[config.mk]
export PLATFORM = sky130hd
export DESIGN_NAME = request_queue_flat
export DESIGN_NICKNAME = d
export VERILOG_FILES = /design/src/rtl/request_queue_pkg.sv /design/src/rtl/request_queue_if.sv /design/src/rtl/request_queue_age_counter.sv /design/src/rtl/request_queue.sv /design/src/flat_wrapper.sv
export SDC_FILE = /design/constraint.sdc
export NUM_CORES = 2
export LEC_CHECK = 0
export ABC_AREA = 1
export CAP_MARGIN = 25
export CORE_UTILIZATION = 57
export DETAILED_ROUTE_END_ITERATION = 6
export PLACE_DENSITY = 0.77
export SKIP_CTS_REPAIR_TIMING = 1
export SLEW_MARGIN = 30
export SYNTH_ARGS = -nofsm -noshare
export SYNTH_HDL_FRONTEND = slang
export SYNTH_SLANG_ARGS = --single-unit
[constraint.sdc]
create_clock -name clk -period 2.82 [get_ports clk]
set_input_delay 0.846 -clock clk [delete_from_list [all_inputs] [get_ports clk]]
set_output_delay 0.846 -clock clk [all_outputs]
set_load 0.005 [all_outputs]
[src/rtl/request_queue_pkg.sv]
// Shared types and defaults for the request queue.
package request_queue_pkg;

    localparam int ADDRESS_WIDTH       = 32;
    localparam int QUEUE_DEPTH_DEFAULT = 16;
    localparam int AGE_WIDTH_DEFAULT   = 12;

    typedef enum logic [1:0] {
        NOP     = 2'd0,
        READ    = 2'd1,
        WRITE   = 2'd2,
        REFRESH = 2'd3
    } parsed_op_t;

    typedef enum logic [1:0] {
        Q_EMPTY  = 2'd0,
        Q_ACTIVE = 2'd1,
        Q_FULL   = 2'd2
    } queue_states_t;

    typedef struct packed {
        parsed_op_t                   op;
        logic [ADDRESS_WIDTH-1:0]     addr;
        logic [AGE_WIDTH_DEFAULT-1:0] age;
    } queue_entry_t;

endpackage

[src/rtl/request_queue_if.sv]
// Parser/scheduler side of the request queue; master drives requests and pops.
interface request_queue_if
    import request_queue_pkg::*;
#(
    parameter int QUEUE_DEPTH = QUEUE_DEPTH_DEFAULT,
    parameter int AGE_WIDTH   = AGE_WIDTH_DEFAULT
);
    logic                           op_ready_s;
    parsed_op_t                     opcode;
    logic [ADDRESS_WIDTH-1:0]       address;
    logic                           pop;
    logic                           queue_full;
    logic                           out_valid;
    parsed_op_t                     out_opcode;
    logic [ADDRESS_WIDTH-1:0]       out_address;
    logic [AGE_WIDTH-1:0]           out_age;
    logic [$clog2(QUEUE_DEPTH):0]   count;
    logic                           overflow_err;
    queue_states_t                  state;

    modport master (
        output op_ready_s, opcode, address, pop,
        input  queue_full, out_valid, out_opcode, out_address, out_age,
               count, overflow_err, state
    );

    modport slave (
        input  op_ready_s, opcode, address, pop,
        output queue_full, out_valid, out_opcode, out_address, out_age,
               count, overflow_err, state
    );
endinterface

[src/rtl/request_queue_age_counter.sv]
// Per-entry saturating age counter; load clears it for a freshly written entry.
module age_counter #(
    parameter int AGE_WIDTH = 12
) (
    input  logic                 clk,
    input  logic                 rst_n,
    input  logic                 load,
    input  logic                 en,
    output logic [AGE_WIDTH-1:0] age
);
    always_ff @(posedge clk or negedge rst_n) begin
        if (!rst_n)
            age <= '0;
        else if (load)
            age <= '0;
        else if (en && (age != '1))
            age <= age + AGE_WIDTH'(1);
    end
endmodule

[src/rtl/request_queue.sv]
// In-order circular request buffer between trace parser and DRAM scheduler,
// with show-ahead head outputs and per-entry age tracking.
module request_queue
    import request_queue_pkg::*;
#(
    parameter int QUEUE_DEPTH = QUEUE_DEPTH_DEFAULT,
    parameter int AGE_WIDTH   = AGE_WIDTH_DEFAULT
) (
    input  logic            clk,
    input  logic            rst_n,
    request_queue_if.slave  q
);
    localparam int PW = $clog2(QUEUE_DEPTH);
    localparam int CW = PW + 1;
    localparam logic [CW-1:0] DEPTH_C = CW'(QUEUE_DEPTH);

    logic [PW-1:0]                              head, tail;
    logic [CW-1:0]                              count_r, count_nxt;
    parsed_op_t                                 op_mem [QUEUE_DEPTH];
    logic [QUEUE_DEPTH-1:0][ADDRESS_WIDTH-1:0]  addr_mem;
    logic [QUEUE_DEPTH-1:0][AGE_WIDTH-1:0]      ages;
    logic [QUEUE_DEPTH-1:0]                     occ, load;
    logic                                       push_req, push_ok, do_pop, ovf_r;
    queue_states_t                              state_r, state_nxt;

    // A full queue still accepts a push when the head retires in the same cycle.
    assign push_req  = q.op_ready_s && (q.opcode != NOP);
    assign do_pop    = q.pop && (count_r != '0);
    assign push_ok   = push_req && ((count_r != DEPTH_C) || do_pop);
    assign count_nxt = count_r + {{(CW-1){1'b0}}, push_ok} - {{(CW-1){1'b0}}, do_pop};

    always_ff @(posedge clk or negedge rst_n) begin
        if (!rst_n) begin
            head    <= '0;
            tail    <= '0;
            count_r <= '0;
            ovf_r   <= 1'b0;
        end else begin
            if (push_ok) tail <= tail + PW'(1);
            if (do_pop)  head <= head + PW'(1);
            count_r <= count_nxt;
            ovf_r   <= push_req && !push_ok;
        end
    end

    always_ff @(posedge clk or negedge rst_n) begin
        if (!rst_n) begin
            for (int i = 0; i < QUEUE_DEPTH; i++) begin
                op_mem[i]   <= NOP;
                addr_mem[i] <= '0;
            end
        end else if (push_ok) begin
            op_mem[tail]   <= q.opcode;
            addr_mem[tail] <= q.address;
        end
    end

    // Push wins over pop on the same slot: that only happens when full and the
    // freed head slot is immediately refilled.
    always_ff @(posedge clk or negedge rst_n) begin
        if (!rst_n) begin
            occ <= '0;
        end else begin
            for (int i = 0; i < QUEUE_DEPTH; i++) begin
                if (push_ok && (tail == PW'(i)))
                    occ[i] <= 1'b1;
                else if (do_pop && (head == PW'(i)))
                    occ[i] <= 1'b0;
            end
        end
    end

    for (genvar gi = 0; gi < QUEUE_DEPTH; gi++) begin : g_age
        assign load[gi] = push_ok && (tail == PW'(gi));
        age_counter #(.AGE_WIDTH(AGE_WIDTH)) u_age (
            .clk   (clk),
            .rst_n (rst_n),
            .load  (load[gi]),
            .en    (occ[gi]),
            .age   (ages[gi])
        );
    end

    always_ff @(posedge clk or negedge rst_n) begin
        if (!rst_n) state_r <= Q_EMPTY;
        else        state_r <= state_nxt;
    end

    always_comb begin
        state_nxt = state_r;
        case (state_r)
            Q_EMPTY:  if (push_ok) state_nxt = Q_ACTIVE;
            Q_ACTIVE: begin
                if (count_nxt == DEPTH_C)  state_nxt = Q_FULL;
                else if (count_nxt == '0)  state_nxt = Q_EMPTY;
            end
            Q_FULL:   if (do_pop && !push_ok) state_nxt = Q_ACTIVE;
            default:  state_nxt = Q_EMPTY;
        endcase
    end

    always_comb begin
        q.queue_full   = (state_r == Q_FULL);
        q.state        = state_r;
        q.count        = count_r;
        q.overflow_err = ovf_r;
        q.out_valid    = (count_r != '0);
        q.out_opcode   = NOP;
        q.out_address  = '0;
        q.out_age      = '0;
        if (count_r != '0) begin
            q.out_opcode  = op_mem[head];
            q.out_address = addr_mem[head];
            q.out_age     = ages[head];
        end
    end
endmodule

[src/flat_wrapper.sv]
// flat-port wrapper written by rule: the top's interface ports become plain ports
module request_queue_flat import request_queue_pkg::*;
#(
    parameter int QUEUE_DEPTH = QUEUE_DEPTH_DEFAULT,
    parameter int AGE_WIDTH   = AGE_WIDTH_DEFAULT
)
  (clk, rst_n, q_op_ready_s, q_opcode, q_address, q_pop, q_queue_full, q_out_valid, q_out_opcode, q_out_address, q_out_age, q_count, q_overflow_err, q_state);
  request_queue_if #(.QUEUE_DEPTH(QUEUE_DEPTH), .AGE_WIDTH(AGE_WIDTH)) q_i ();
  input  logic clk;
  input  logic rst_n;
  input wire logic [$bits(q_i.op_ready_s)-1:0] q_op_ready_s;
  input wire logic [$bits(q_i.opcode)-1:0] q_opcode;
  input wire logic [$bits(q_i.address)-1:0] q_address;
  input wire logic [$bits(q_i.pop)-1:0] q_pop;
  output wire logic [$bits(q_i.queue_full)-1:0] q_queue_full;
  output wire logic [$bits(q_i.out_valid)-1:0] q_out_valid;
  output wire logic [$bits(q_i.out_opcode)-1:0] q_out_opcode;
  output wire logic [$bits(q_i.out_address)-1:0] q_out_address;
  output wire logic [$bits(q_i.out_age)-1:0] q_out_age;
  output wire logic [$bits(q_i.count)-1:0] q_count;
  output wire logic [$bits(q_i.overflow_err)-1:0] q_overflow_err;
  output wire logic [$bits(q_i.state)-1:0] q_state;
  assign q_i.op_ready_s = q_op_ready_s;
  assign q_i.opcode = q_opcode;
  assign q_i.address = q_address;
  assign q_i.pop = q_pop;
  assign q_queue_full = q_i.queue_full;
  assign q_out_valid = q_i.out_valid;
  assign q_out_opcode = q_i.out_opcode;
  assign q_out_address = q_i.out_address;
  assign q_out_age = q_i.out_age;
  assign q_count = q_i.count;
  assign q_overflow_err = q_i.overflow_err;
  assign q_state = q_i.state;
  request_queue #(.QUEUE_DEPTH(QUEUE_DEPTH), .AGE_WIDTH(AGE_WIDTH)) u_core (.clk(clk), .rst_n(rst_n), .q(q_i));
endmodule
; ---- Yosys cells after proc, flatten, opt, wreduce, memory -nomap -nowiden
; Index checks and enable logic that the tools add are counted.
[word_totals]
reg_bits = 768
in_bits = 38
word_cells = 331
[op_classes]
add_sub_neg = 20
n_lt_le_gt_ge = 6
n_eq_ne = 53
n_mux = 85
bitwise_logic = 2
n_reduce_logical = 96
[ops]
columns = operator, n
row1 = bitwise mux 512 bit, 1
row2 = two-way mux 12 bit, 34
row3 = adder 12 x 1 -> 12 bit (second input constant), 16
row4 = != test 12 bit (second input constant), 16
row5 = binary-select mux 32 bit (select 4 bit), 1
row6 = demux 32 bit (select 4 bit), 1
row7 = two-way mux 32 bit, 3
row8 = nonzero test 2 bit, 33
row9 = equality test 4 bit (second input constant), 16
row10 = logical AND 1 bit, 55
row11 = binary-select mux 12 bit (select 4 bit), 1
row12 = bitwise mux 32 bit, 1
row13 = equality test 4 x 3 -> 1 bit (second input constant), 8
row14 = two-way mux 1 bit, 32
row15 = equality test 4 x 2 -> 1 bit (second input constant), 4
row16 = two-way mux 2 bit, 8
row17 = >= comparator 5 bit (second input constant), 2
row18 = less-than comparator 4 x 5 -> 1 bit (second input constant), 2
row19 = inverter 4 -> 5 bit, 2
row20 = adder 4 x 1 -> 4 bit (second input constant), 2
row21 = binary-select mux 2 bit (select 4 bit), 1
row22 = demux 2 bit (select 4 bit), 1
row23 = equality test 4 x 1 -> 1 bit (second input constant), 2
row24 = zero test 4 bit, 2
row25 = 17 further kinds, 18

; ---- Logic depth before layout (Yosys ltp)
[depth]
depth_word = 10
ltp_mapped = 14
depth_no_buf = 14

; ---- Hierarchy
; Synthesis repeated with hierarchy kept, for this count alone.
[hier_totals]
hier_cells = 6352
area_unflattened_um2 = 43955.9
[modules_own_cells]
columns = mod, instances, cells_per_inst, area_each_um2, seq_area_each_um2
row1 = request_queue, 1, 4592, 31944.4, 14413.8
row2 = age_counter, 16, 110, 750.7, 300.3

; ---- Worst setup path after synthesis
; No wires, ideal clock.
[synth_timing]
path_kind = register to register
from = reg u_core.count_r[3], in the netlist u_core.q.count[3]
to = reg u_core.state_r[1], in the netlist u_core.q.state[1]
setup_time_ns = 0.083
arrival_time_ns = 2.711
setup_slack_ns = 0.026
stages_incl_launch_ff = 14
n_path_buf = 0
period_less_slack_ns = 2.794
cell_sequence = dfrtp_1 > inv_1 > ha_1 > nand3_1 > nand2_1 > clkinv_1 > ha_1 > inv_1 > ha_1 > fa_1 > or2_2 > nor2_1 > nand3_1 > o21ai_0
[synth_between]
elab_chain_len = 9
[synth_rtl]
columns = element, line_no
row1 = "start, declared", request_queue.sv:18  ; logic [CW-1:0] count_r, count_nxt;
row2 = "start signal, assigned", request_queue.sv:41  ; count_r <= count_nxt;
row3 = nonzero test 5 bit *, -
row4 = named net q_out_valid, flat_wrapper.sv:16  ; output wire logic [$bits(q_i.out_valid)-1:0] q_out_valid;
row5 = logical AND 1 bit *, request_queue.sv:28  ; assign do_pop = q.pop && (count_r != '0);
row6 = named net u_core.do_pop, request_queue.sv:23  ; logic push_req, push_ok, do_pop, ovf_r;
row7 = logical OR 1 bit, request_queue.sv:29  ; assign push_ok = push_req && ((count_r != DEPTH_C) || do_pop);
row8 = logical AND 1 bit, request_queue.sv:29
row9 = adder 5 x 1 -> 5 bit, request_queue.sv:30  ; assign count_nxt = count_r + {{(CW-1){1'b0}}, push_ok} - {{(CW-1){1'b0}}, do_pop};
row10 = subtractor 5 x 1 -> 5 bit *, request_queue.sv:30
row11 = named net u_core.count_nxt[1], request_queue.sv:18
row12 = equality test 5 bit or zero test 5 bit (tied branches), "request_queue.sv:94, request_queue.sv:95"
row13 = != test 3 x 1 -> 1 bit (no source line) or two-way mux 2 bit (tied branches), -
row14 = AND reduction 3 bit (no source line) or case mux 2 bit (3 select lines) (tied branches), -
row15 = "end signal, assigned", request_queue.sv:86  ; else state_r <= state_nxt;
row16 = "end, declared", request_queue.sv:24  ; queue_states_t state_r, state_nxt;
; The timed path passes the listed nets; every way through them passes the cells marked *.
; A chain may end at the register's enable or synchronous reset.

; ---- Final worst setup path
[layout_timing]
from = reg u_core.head[0]
to = out q_out_address[21]
[layout_between]
elab_chain_len = 3
[layout_rtl]
columns = element, line_no
row1 = "start, declared", request_queue.sv:17  ; logic [PW-1:0] head, tail;
row2 = "start signal, assigned", request_queue.sv:40  ; if (do_pop) head <= head + PW'(1);
row3 = binary-select mux 32 bit (select 4 bit), request_queue.sv:113  ; q.out_address = addr_mem[head];
row4 = two-way mux 32 bit (implied by the code), request_queue.sv:113
row5 = two-way mux 32 bit, request_queue.sv:111  ; if (count_r != '0) begin
row6 = "end, declared", flat_wrapper.sv:18  ; output wire logic [$bits(q_i.out_address)-1:0] q_out_address;
; No other way between the ends. The select of a mux whose other input is x is not followed.

==> flow_summary.json <==
{
  "status": "finished with violations",
  "violations": "DRC, setup timing",
  "fin_nets": 6401,
  "setup_violations": 46,
  "synthTopCellsByCount": "nand2_1, inv_1, nand3_1",
  "p_switching_w": 0.0237,
  "reg2regPathDepth": 14,
  "drv_cap": 0,
  "crit_fanout": 8,
  "grt_pass1_vias": 37200,
  "portBuffers": 93,
  "wl_per_cell_um": 17.0,
  "dp_hpwl_um": 76000,
  "finClkSkew_ns": 0.0209,
  "cts-root-buf": "clkbuf_16",
  "dieArea_um2": 75600,
  "clockBufferDepth": 3,
  "antenna_found_initial": 0,
  "fp.dieW_um": 275,
  "fin_setup_tns_ns": -23.55,
  "async_flop_share_pct": 100,
  "fmax_mhz": 289,
  "gr-total-overflow": 0,
  "syn_inst": 6183,
  "critPathKind": "register to output port",
  "area_growth_pct": 20.1,
  "drive_gt1_share_pct": 10.9,
  "synth-edff-count": 0,
  "seqPwrFrac_pct": 30.8,
  "synth_cell_types": 30,
  "htreeDepth": 3,
  "grtUsageTotal_pct": 31.3,
  "required_ns": 1.97,
  "yosysSeqAreaShare_pct": 45.3,
  "grt_setup_unrepaired": "yes",
  "insertion_delay_ns": 0.66,
  "final_hold_viol_count": 0,
  "synth.area.top_cells": "dfrtp_1, nand2_1, nand3_1",
  "ir_drop_mv": 0.700,
  "grt_pass1_wl_um": 191000,
  "total_power_w": 0.0572,
  "clkPwrFrac_pct": 20.0,
  "gp_congestion": 0.974,
  "crit_arrival_ns": 2.61,
  "firstDrtPassIters": 7,
  "syn_area_um2": 42400,
  "yosysTopAreaCell": "dfrtp_1",
  "pin_count": 94,
  "path_clk_slew_ns": 0.06,
  "maxSlewViolCount": 0,
  "synth-main-ff-cell": "dfrtp_1",
  "switching_share_pct": 41.5,
  "p_per_area_nw_per_um2": 1120,
  "synth_area_per_cell_um2": 6.86,
  "power_frac_comb_pct": 49.2,
  "num_rows": 99,
  "via_per_inst": 5.57,
  "endpoint_kind": "output port",
  "start_kind": "register",
  "setup_ws_ns": -0.635,
  "p_int_w": 0.0334,
  "dp.cells": 7125,
  "yosysMostFrequentCell": "nand2_1",
  "fill_cells": 5860,
  "ant_nets": 0,
  "core_um2": 73300,
  "tightest_slew_ns": 0.529,
  "relSlewSlack_pct": 64.7,
  "instances_no_fill": 7351,
  "grt_max_degree": 90,
  "clkSinkCount": 768,
  "min_path_type": "primary input to asynchronous set/reset pin",
  "dr_total_vias": 40900,
  "route.detailed.drc": 4,
  "die_h_um": 275,
  "drtIter0Drc": 4354,
  "yosys_warnings": 0,
  "min_period_ns": 3.45,
  "yosysTopAreaCellShare_pct": 45.3,
  "cts_made_buffers": 84,
  "antenna_cells": 0,
  "routed_wl_um": 125000,
  "ys_ff_latch": 768,
  "initial_utilization_pct": 57.9,
  "cts_tree": "yes",
  "p_leak_nw": 27.2,
  "synth_fp_nets": 6252,
  "post-route-period-util_pct": 123
}
==> critical path, cell delays in order (launching register included) <==
cell      delay, ns
dfrtp_4        0.51
clkinv_8       0.10
buf_16         0.17
buf_12         0.14
buf_16         0.15
buf_16         0.15
buf_4          0.13
nand2_2        0.06
nand3_2        0.07
nand2_2        0.08
nand2_2        0.06
nand2_2        0.08
nor2_2         0.04
nor2_1         0.08
buf_2          0.11
==> final cells by class <==
| type | instances | area, um2 | area share (%) |
|---|---|---|---|
| flip-flops and latches | 768 | 19200 | 37.7 |
| multi-input cells | 4198 | 19200 | 37.7 |
| repair buffers | 416 | 5230 | 10.3 |
| inverters | 864 | 3270 | 6.41 |
| clock buffers | 124 | 2450 | 4.81 |
| well taps | 959 | 1200 | 2.35 |
| clock inverters | 22 | 394 | 0.773 |
==> per-layer routing <==
metal | global-route usage, % | vias up | part of all wire [%]
met5 | 0 | - | 0
met4 | 11.6 | 0 | 3.8
met3 | 3.99 | 311 | 6.9
met2 | 51.2 | 1658 | 48
met1 | 42.8 | 19500 | 42
li1 | - | 19400 | -
==> cell families after synthesis <==
logic type,synth area share (%)
compound gates,7.30
buf+inv,11.5
simple gates,33.6
fa+ha+maj,0.932
xor+xnor,1.47
flops,45.3
==> layout by cell type, fill, tap and decap left out, types with 2 or more instances in the layout <==
| master | Yosys | final |
|---|---|---|
| o21ai_1 | 9 | 10 |
| nor2_4 | 1 | 7 |
| clkinv_16 | 0 | 2 |
| inv_2 | 7 | 7 |
| clkbuf_2 | 0 | 2 |
| buf_4 | 20 | 165 |
| a21oi_1 | 2 | 2 |
| buf_12 | 0 | 96 |
| nor3_1 | 10 | 10 |
| clkbuf_1 | 158 | 21 |
| clkdlybuf4s50_1 | 0 | 46 |
| nand2_1 | 2362 | 2261 |
| nand2_2 | 4 | 78 |
| ha_1 | 30 | 29 |
| bufinv_16 | 0 | 8 |
| buf_2 | 148 | 22 |
| dfrtp_4 | 0 | 2 |
| clkinv_8 | 0 | 4 |
| clkinv_2 | 0 | 7 |
| nand3_2 | 1 | 52 |
| inv_1 | 855 | 854 |
| nand2_4 | 1 | 28 |
| clkbuf_16 | 0 | 110 |
| dlymetal6s2s_1 | 0 | 21 |
| nand4_1 | 58 | 58 |
| dfrtp_1 | 768 | 765 |
| nor2_1 | 255 | 215 |
| nand3_4 | 1 | 8 |
| buf_16 | 0 | 7 |
| xor2_1 | 70 | 70 |
| nor2_2 | 1 | 35 |
| nand3_1 | 782 | 724 |
| o21ai_0 | 606 | 605 |
| buf_6 | 5 | 20 |
| clkbuf_8 | 0 | 18 |
| buf_8 | 0 | 12 |
| inv_6 | 0 | 2 |
==> sequential cells by signal, indices dropped and copies added (netlist names) <==
name and cells:
u_core.q.overflow_err 1, u_core.head 4, u_core.addr_mem 512, u_core.occ 16, u_core.op_mem 32, u_core.q.count 5, u_core.q.state 2, u_core.tail 4
u_core.g_age.u_age.age 192
==> power groups by stage <==
stage               Sequential, W  Combinational, W  Clock, W
global route               0.0180            0.0311    0.0120
floorplan                  0.0170            0.0151         0
detailed placement         0.0176            0.0242         0
CTS                        0.0174            0.0245    0.0115
finish                     0.0176            0.0281    0.0114
global placement           0.0174            0.0236         0
==> stage by stage <==
step | setup WS (ns) | hold WS [ns] | utilization [%] | area [um2]
floorplan | 0.0263 | 0.453 | - | 42400
global placement | -0.479 | 0.465 | 62.8 | 46100
detailed placement | -0.458 | 0.473 | 62.8 | 46100
CTS | -0.850 | 0.0600 | 66.7 | 48900
global route | -0.706 | 0.0722 | 69.5 | 51000
finish | -0.635 | 0.0639 | 69.5 | 51000
==> final timing paths <==
check	from	endpoint	slack [ns]
worst max-delay path	u_core.head[0]	q_out_address[21]	-0.63
worst min-delay path	rst_n	u_core.q.count[3]	0.06
worst max register to register	u_core.q.count[2]	u_core.q.state[0]	0.17
worst min register to register	u_core.addr_mem[225]	u_core.addr_mem[225]	0.48
max in group asynchronous	rst_n	u_core.addr_mem[458]	1.83
min in group clk	u_core.addr_mem[225]	u_core.addr_mem[225]	0.48
Power figures use the tool's default switching activity.
